[config.mk]
export PLATFORM = sky130hd
export DESIGN_NAME = push_button_detector_flat
export DESIGN_NICKNAME = d
export VERILOG_FILES = /design/src/rtl/push_button_detector_pkg.sv /design/src/rtl/push_button_detector_if.sv /design/src/rtl/push_button_detector_pb_debounce.sv /design/src/rtl/push_button_detector.sv /design/src/flat_wrapper.sv
export SDC_FILE = /design/constraint.sdc
export NUM_CORES = 1
export LEC_CHECK = 0
export ABC_AREA = 0
export CAP_MARGIN = 25
export CORE_AREA = 2 2 39 41
export CTS_CLUSTER_DIAMETER = 200
export DETAILED_ROUTE_END_ITERATION = 6
export DIE_AREA = 0 0 41 43
export DONT_BUFFER_PORTS = 1
export MAX_ROUTING_LAYER = met4
export PLACE_DENSITY = 0.45
export SLEW_MARGIN = 20
export SYNTH_ARGS = -nofsm -noshare
export SYNTH_HDL_FRONTEND = slang
export SYNTH_SLANG_ARGS = --single-unit
[constraint.sdc]
create_clock -name clk -period 2.37 [get_ports clk]
set_input_delay 0.237 -clock clk [delete_from_list [all_inputs] [get_ports clk]]
set_output_delay 0.237 -clock clk [all_outputs]
set_load 0.01 [all_outputs]
[src/rtl/push_button_detector_pkg.sv]
// Shared types and defaults for the push-button press detector.
package push_button_detector_pkg;

    localparam int unsigned SYNC_STAGES_DEF     = 2;
    localparam int unsigned DEBOUNCE_CYCLES_DEF = 16;

    // Press FSM states; only PULSE has bit 0 set.
    typedef enum logic [1:0] {
        IDLE  = 2'b00,
        PULSE = 2'b01,
        HELD  = 2'b10
    } pb_state_e;

endpackage : push_button_detector_pkg

[src/rtl/push_button_detector_if.sv]
// Button-level input and press-pulse output bundled as one port.
interface push_button_detector_if;

    logic x;   // raw button level, asynchronous, 1 = pressed
    logic z;   // one-cycle pulse per debounced press

    modport master (output x, input  z);
    modport slave  (input  x, output z);

endinterface : push_button_detector_if

[src/rtl/push_button_detector_pb_debounce.sv]
// Synchronizer chain followed by a consecutive-cycle debounce filter.
module pb_debounce
    import push_button_detector_pkg::*;
#(
    parameter int unsigned SYNC_STAGES     = SYNC_STAGES_DEF,
    parameter int unsigned DEBOUNCE_CYCLES = DEBOUNCE_CYCLES_DEF
) (
    input  logic clk,
    input  logic reset,
    input  logic i_x,
    output logic o_db
);

    localparam int unsigned CNT_W = $clog2(DEBOUNCE_CYCLES + 1);

    logic [SYNC_STAGES-1:0] r_sync;
    logic [CNT_W-1:0]       r_cnt;
    logic                   r_db;
    logic                   w_s;

    assign w_s  = r_sync[SYNC_STAGES-1];
    assign o_db = r_db;

    // Shift the raw level through the synchronizer chain.
    always_ff @(posedge clk or negedge reset) begin
        if (!reset) begin
            r_sync <= '0;
        end else begin
            r_sync <= {r_sync[SYNC_STAGES-2:0], i_x};
        end
    end

    // Flip the debounced level only after it has disagreed for DEBOUNCE_CYCLES edges.
    always_ff @(posedge clk or negedge reset) begin
        if (!reset) begin
            r_cnt <= '0;
            r_db  <= 1'b0;
        end else if (w_s == r_db) begin
            r_cnt <= '0;
        end else if (r_cnt == CNT_W'(DEBOUNCE_CYCLES - 1)) begin
            r_db  <= w_s;
            r_cnt <= '0;
        end else begin
            r_cnt <= r_cnt + CNT_W'(1);
        end
    end

endmodule : pb_debounce

[src/rtl/push_button_detector.sv]
// Debounced push-button press detector: one z pulse per press.
module push_button_detector
    import push_button_detector_pkg::*;
#(
    parameter int unsigned SYNC_STAGES     = SYNC_STAGES_DEF,
    parameter int unsigned DEBOUNCE_CYCLES = DEBOUNCE_CYCLES_DEF
) (
    input  logic                    clk,
    input  logic                    reset,
    push_button_detector_if.slave   bus
);

    logic      w_db;
    pb_state_e r_state;
    pb_state_e w_next;

    pb_debounce #(
        .SYNC_STAGES     (SYNC_STAGES),
        .DEBOUNCE_CYCLES (DEBOUNCE_CYCLES)
    ) u_debounce (
        .clk   (clk),
        .reset (reset),
        .i_x   (bus.x),
        .o_db  (w_db)
    );

    // Press FSM state register.
    always_ff @(posedge clk or negedge reset) begin
        if (!reset) begin
            r_state <= IDLE;
        end else begin
            r_state <= w_next;
        end
    end

    // Next state: pulse once on a debounced rise, then wait for release.
    always_comb begin
        w_next = r_state;
        case (r_state)
            IDLE:    if (w_db)  w_next = PULSE;
            PULSE:   w_next = w_db ? HELD : IDLE;
            HELD:    if (!w_db) w_next = IDLE;
            default: w_next = IDLE;
        endcase
    end

    // z is a pure decode of the state flops, so it is glitch-free.
    assign bus.z = (r_state == PULSE);

endmodule : push_button_detector

[src/flat_wrapper.sv]
// flat-port wrapper written by rule: the top's interface ports become plain ports
module push_button_detector_flat import push_button_detector_pkg::*;
#(
    parameter int unsigned SYNC_STAGES     = SYNC_STAGES_DEF,
    parameter int unsigned DEBOUNCE_CYCLES = DEBOUNCE_CYCLES_DEF
)
  (clk, reset, bus_x, bus_z);
  push_button_detector_if bus_i ();
  input  logic clk;
  input  logic reset;
  input wire logic [$bits(bus_i.x)-1:0] bus_x;
  output wire logic [$bits(bus_i.z)-1:0] bus_z;
  assign bus_i.x = bus_x;
  assign bus_z = bus_i.z;
  push_button_detector #(.SYNC_STAGES(SYNC_STAGES), .DEBOUNCE_CYCLES(DEBOUNCE_CYCLES)) u_core (.clk(clk), .reset(reset), .bus(bus_i));
endmodule
# Yosys cells after proc, flatten, opt, wreduce, memory -nomap -nowiden

Cells that the tools add are included.

Input port bits: 3
Register bits after elaboration: 10
Output and inout bits: 1
Word-level logic and storage cells: 21

$add $sub $neg: 1
Multiplexer cells: 6
Equality and inequality tests: 6
Bitwise operators: 1
Reductions and logical operators: 3

Operator list:

| cell                                                 | number |
|---|---|
| 2-to-1 mux 5 bit                                     | 2 |
| 2-to-1 mux 2 bit                                     | 3 |
| one-hot mux 2 bit (3 select lines)                   | 1 |
| adder 5 x 1 -> 5 bit (second input constant)         | 1 |
| equality test 5 x 4 -> 1 bit (second input constant) | 1 |
| != test 2 bit (second input constant)                | 2 |
| AND reduction 2 bit                                  | 2 |
| equality test 2 x 1 -> 1 bit (second input constant) | 1 |
| equality test 2 bit (second input constant)          | 1 |
| logical NOT 2 bit                                    | 1 |
| equality test 1 bit                                  | 1 |
| NOT 1 bit                                            | 1 |

# Logic depth before layout (Yosys ltp)

Word-level depth: 3
Gate-level depth with buffers: 4

# Modules after synthesis

From an unflattened synthesis, not the netlist that was laid out.

Cells, all modules: 29
Area, all modules: 389.1 um^2

Modules (own cells, without submodules):

| module               | area each (um^2) | sequential area each (um^2) | cells an instance | times used |
|---|---|---|---|---|
| pb_debounce          | 304.0            | 200.2                       | 23                | 1 |
| push_button_detector | 85.1             | 50.0                        | 6                 | 1 |

# Worst setup path after synthesis

No wires, ideal clock.

Kind: register to register
Start point: register u_core.u_debounce.r_cnt[0]
End point: register u_core.u_debounce.r_db (netlist: u_core.u_debounce.o_db)
Setup time: 127 ps
Arrival time: 1024 ps
Stages on the path, launching flop included: 5
Setup slack: 1219 ps
Cell sequence: dfrtp_1 > ha_1 > nand3_1 > nor2_1 > mux2_1

Longest elaborated chain between the ends: 2

RTL lines:

| item                          | line                                   | text |
|---|---|---|
| start, declared               | push_button_detector_pb_debounce.sv:17 | `logic [CNT_W-1:0] r_cnt;` |
| start signal, assigned        | push_button_detector_pb_debounce.sv:44 | `r_cnt <= r_cnt + CNT_W'(1);` |
| equality test 5 x 4 -> 1 bit  | push_button_detector_pb_debounce.sv:40 | `end else if (r_cnt == CNT_W'(DEBOUNCE_CYCLES - 1)) begin` |
| AND reduction 2 bit (no line) | --                                     |  |
| end signal, assigned          | push_button_detector_pb_debounce.sv:41 | `r_db <= w_s;` |
| end, declared                 | push_button_detector_pb_debounce.sv:18 | `logic r_db;` |

No other way between the ends.
A chain may end at the register's enable or synchronous reset.

# Worst setup path in the final report

Same ends and word-level chain as after synthesis.

==> results.py <==
metrics = {
    "run_status": {
        "status": "completed",
    },
    "floorplanning": {
        "core_mm2": 0.00138,
        "initial_core_utilization": 0.269,
        "chipHeight_um": 43,
        "row_count": 14,
        "io_pins": 4,
        "dieArea_mm2": 0.00176,
        "die_w_um": 41,
    },
    "grt": {
        "antenna_found_initial": 0,
        "grt_first_pass_wirelength_um": 979,
        "grt_max_degree": 11,
        "globalRouteOverflowTotal": 0,
        "grtUsageTotal": 0.100,
        "first_global_vias": 209,
    },
    "final_layout": {
        "share_of_final_layout_standard_cells_stronger_than_drive_strength_1": 0.118,
        "fin_nets": 39,
        "finalNonFillerCells": 50,
        "fin_util": 0.325,
        "area_overhead_vs_synth_pct": 20.5,
        "antenna_cells": 0,
    },
    "synth": {
        "synth_edf_count": 0,
        "synth.ff_latch_count": 10,
        "yosys_warnings": 0,
        "syn_area_per_cell_um2": 13.3,
        "synthMostInstantiatedCell": "sky130_fd_sc_hd__dfrtp_1",
        "netlist_area_um2": 373,
        "synth_top_area_frac": 0.671,
        "ys_seq_area_frac": 0.671,
        "ys_dominant_reg_cell": "sky130_fd_sc_hd__dfrtp_1",
        "synthTopCellsByArea": "sky130_fd_sc_hd__dfrtp_1 67%, sky130_fd_sc_hd__xor2_1 7.0%, sky130_fd_sc_hd__and2_1 3.4%, sky130_fd_sc_hd__ha_1 3.4%, sky130_fd_sc_hd__nor2b_1 3.4%",
        "synth.net_count": 32,
        "synth_async_sr_flop_share": 1.00,
        "synthTopCellsByCount": "10 x sky130_fd_sc_hd__dfrtp_1, 3 x sky130_fd_sc_hd__nor2_1, 3 x sky130_fd_sc_hd__xor2_1",
        "post_synth_inst_count": 28,
        "yosys.cell_types.count": 12,
        "netlist.top_cell.by_area": "sky130_fd_sc_hd__dfrtp_1",
    },
    "setup_path": {
        "crit_path_end_kind": "flip-flop",
        "timing.critical_path.slowest_stage_cell": "sky130_fd_sc_hd__dfrtp_1",
        "path_max_fanout": 3,
        "critical_path.reg2reg.endpoint": "u_core.u_debounce.o_db",
        "worstPathCellList": "ha_1, nand3_1, nor2_1, mux2_1",
        "critical_path.n_buffers_inverters": 0,
        "rrSetupSlack_ns": 1.08,
        "slowest_delay_ns": 0.37,
        "critical_path_class": "flip-flop to flip-flop",
        "data_arrival_time_at_the_worst_slack_endpoint_ns": 1.43,
        "path_depth": 4,
        "worst_setup_path_startpoint": "u_core.u_debounce.r_cnt[0]",
        "critical_path.startpoint_type": "flip-flop",
        "required_ns": 2.52,
        "reg2regPathDepth": 4,
        "worst_path_dominant_cell_family": "flip-flops",
        "worstReg2RegStart": "u_core.u_debounce.r_cnt[0]",
    },
    "cts": {
        "cts_htree_levels": 1,
        "clock_sinks": 10,
        "clk-insertion-delay-late_ns": 0.27,
        "tritoncts": "done",
        "ctsLongestPathBuffers": 2,
        "cts_resized": 0,
        "root_driver": "sky130_fd_sc_hd__clkbuf_4",
        "total_clock_buffers_created_by_cts": 3,
        "clkTransAtPathRegs_ns": 0.07,
    },
    "timing": {
        "maxClockFrequency_mhz": 778,
        "finalSetupTns_ns": 0,
        "finClkSkew_ns": 0.00268,
        "timing.final.crit_share": 0.543,
        "relSlewSlack": 0.706,
        "timing.final.hold_violations": 0,
        "timing_worst_slew_pin_value_ns": 0.439,
        "drv_slew": 0,
        "setup-violations-final": 0,
        "grt_setup_unrepaired": "no",
        "timing.final.crit_period_ns": 1.29,
    },
    "routing": {
        "post_detailed_route_via_to_cell_ratio": 4.66,
        "drc": 0,
        "post_drt_wl_per_cell_um": 12.4,
        "drt-total-wl_um": 622,
        "detailroute.via_count": 233,
        "drt_iter0_markers": 3,
        "detail_route.first_pass.iterations": 2,
        "antenna_violation_net_count_after_detailed_routing": 0,
    },
    "pwr": {
        "power_density_mw_per_mm2": 780,
        "p_leak_nw": 0.231,
        "power.ir.vdd_worst_uv": 292,
        "total_power_w": 0.000351,
    },
    "placed_design": {
        "post-place-cells": 44,
        "place.port_buffers": 0,
        "dpl.hpwl_um": 433,
        "gp_routability_congestion": 0.682,
    },
    "worst_hold_path": {
        "worst_hold_path_type": "input port to asynchronous set/reset pin",
    },
    "run": {
        "max_cap_viol_count": 0,
    },
}
-- layout by cell type, fill, tap and decap left out --
cell and count:
sky130_fd_sc_hd__and2_1 2, sky130_fd_sc_hd__and3_1 1, sky130_fd_sc_hd__clkbuf_4 3, sky130_fd_sc_hd__clkbuf_8 1, sky130_fd_sc_hd__dfrtp_1 10, sky130_fd_sc_hd__dlygate4sd3_1 2, sky130_fd_sc_hd__ha_1 1, sky130_fd_sc_hd__mux2_1 1
sky130_fd_sc_hd__nand3_1 2, sky130_fd_sc_hd__nor2_1 3, sky130_fd_sc_hd__nor2b_1 2, sky130_fd_sc_hd__nor3b_1 1, sky130_fd_sc_hd__o21a_1 1, sky130_fd_sc_hd__o21ai_1 1, sky130_fd_sc_hd__xor2_1 3
-- report_power, final --
part | internal [W] | switching [W]
logic | 0.00000626 | 0.00000725
registers | 0.000176 | 0.00000431
clock network | 0.0000933 | 0.0000630
total | 0.000276 | 0.0000745
-- registers in the layout (all words and copies together) (netlist names) --
signal / flops
u_core.r_state: 2
u_core.u_debounce.o_db: 1
u_core.u_debounce.r_cnt: 5
u_core.u_debounce.r_sync: 2
-- metrics by stage --
step | setup WS (ns) | hold slack (ns) | instance area, µm²
after floorplan | 1.22 | -0.0586 | 373
after detailed placement | 1.10 | -0.0583 | 393
final | 1.08 | 0.343 | 449
after CTS | 1.09 | 0.350 | 449
after global routing | 1.02 | 0.371 | 449
after global placement | 1.16 | -0.0583 | 393
-- cell families after synthesis --
logic type	synth area share
flip-flops	0.671
AO/OA/AOI/OAI	0.0336
XOR/XNOR	0.0705
AND/OR/NAND/NOR	0.161
adder cells (fa/ha/maj)	0.0336
multiplexers	0.0302
-- cell type report --
class,count,area (µm²)
Sequential cell,10,250
Fill cell,131,935
Clock buffer,4,36.3
Tap cell,16,20.0
Multi-Input combinational cell,18,123
Timing Repair Buffer,2,20.0
-- routing by layer --
| layer | wire, µm | track usage | vias to the layer above |
|---|---|---|---|
| met5 | 0 | - | - |
| met1 | 258 | 0.111 | 122 |
| met2 | 338 | 0.122 | 3 |
| met3 | 21 | 0.0471 | 2 |
| met4 | 4 | 0.100 | 0 |
| li1 | - | - | 106 |
-- how the worst max path moves through the flow --
stage	endpoint	slack, ns
2_1_floorplan	u_core.u_debounce.o_db	1.22
3_3_place_gp	u_core.u_debounce.o_db	1.16
3_5_place_dp	u_core.u_debounce.o_db	1.10
4_1_cts	u_core.u_debounce.o_db	1.09
5_1_grt	u_core.u_debounce.o_db	1.02
6_report	u_core.u_debounce.o_db	1.08
-- repair_timing --
item                                   in CTS  in global routing
setup buffers                               0                  0
endpoints found under the hold margin      11                  0
hold buffers                                2                  0
No activity file was read; power rests on OpenSTA's default activity.
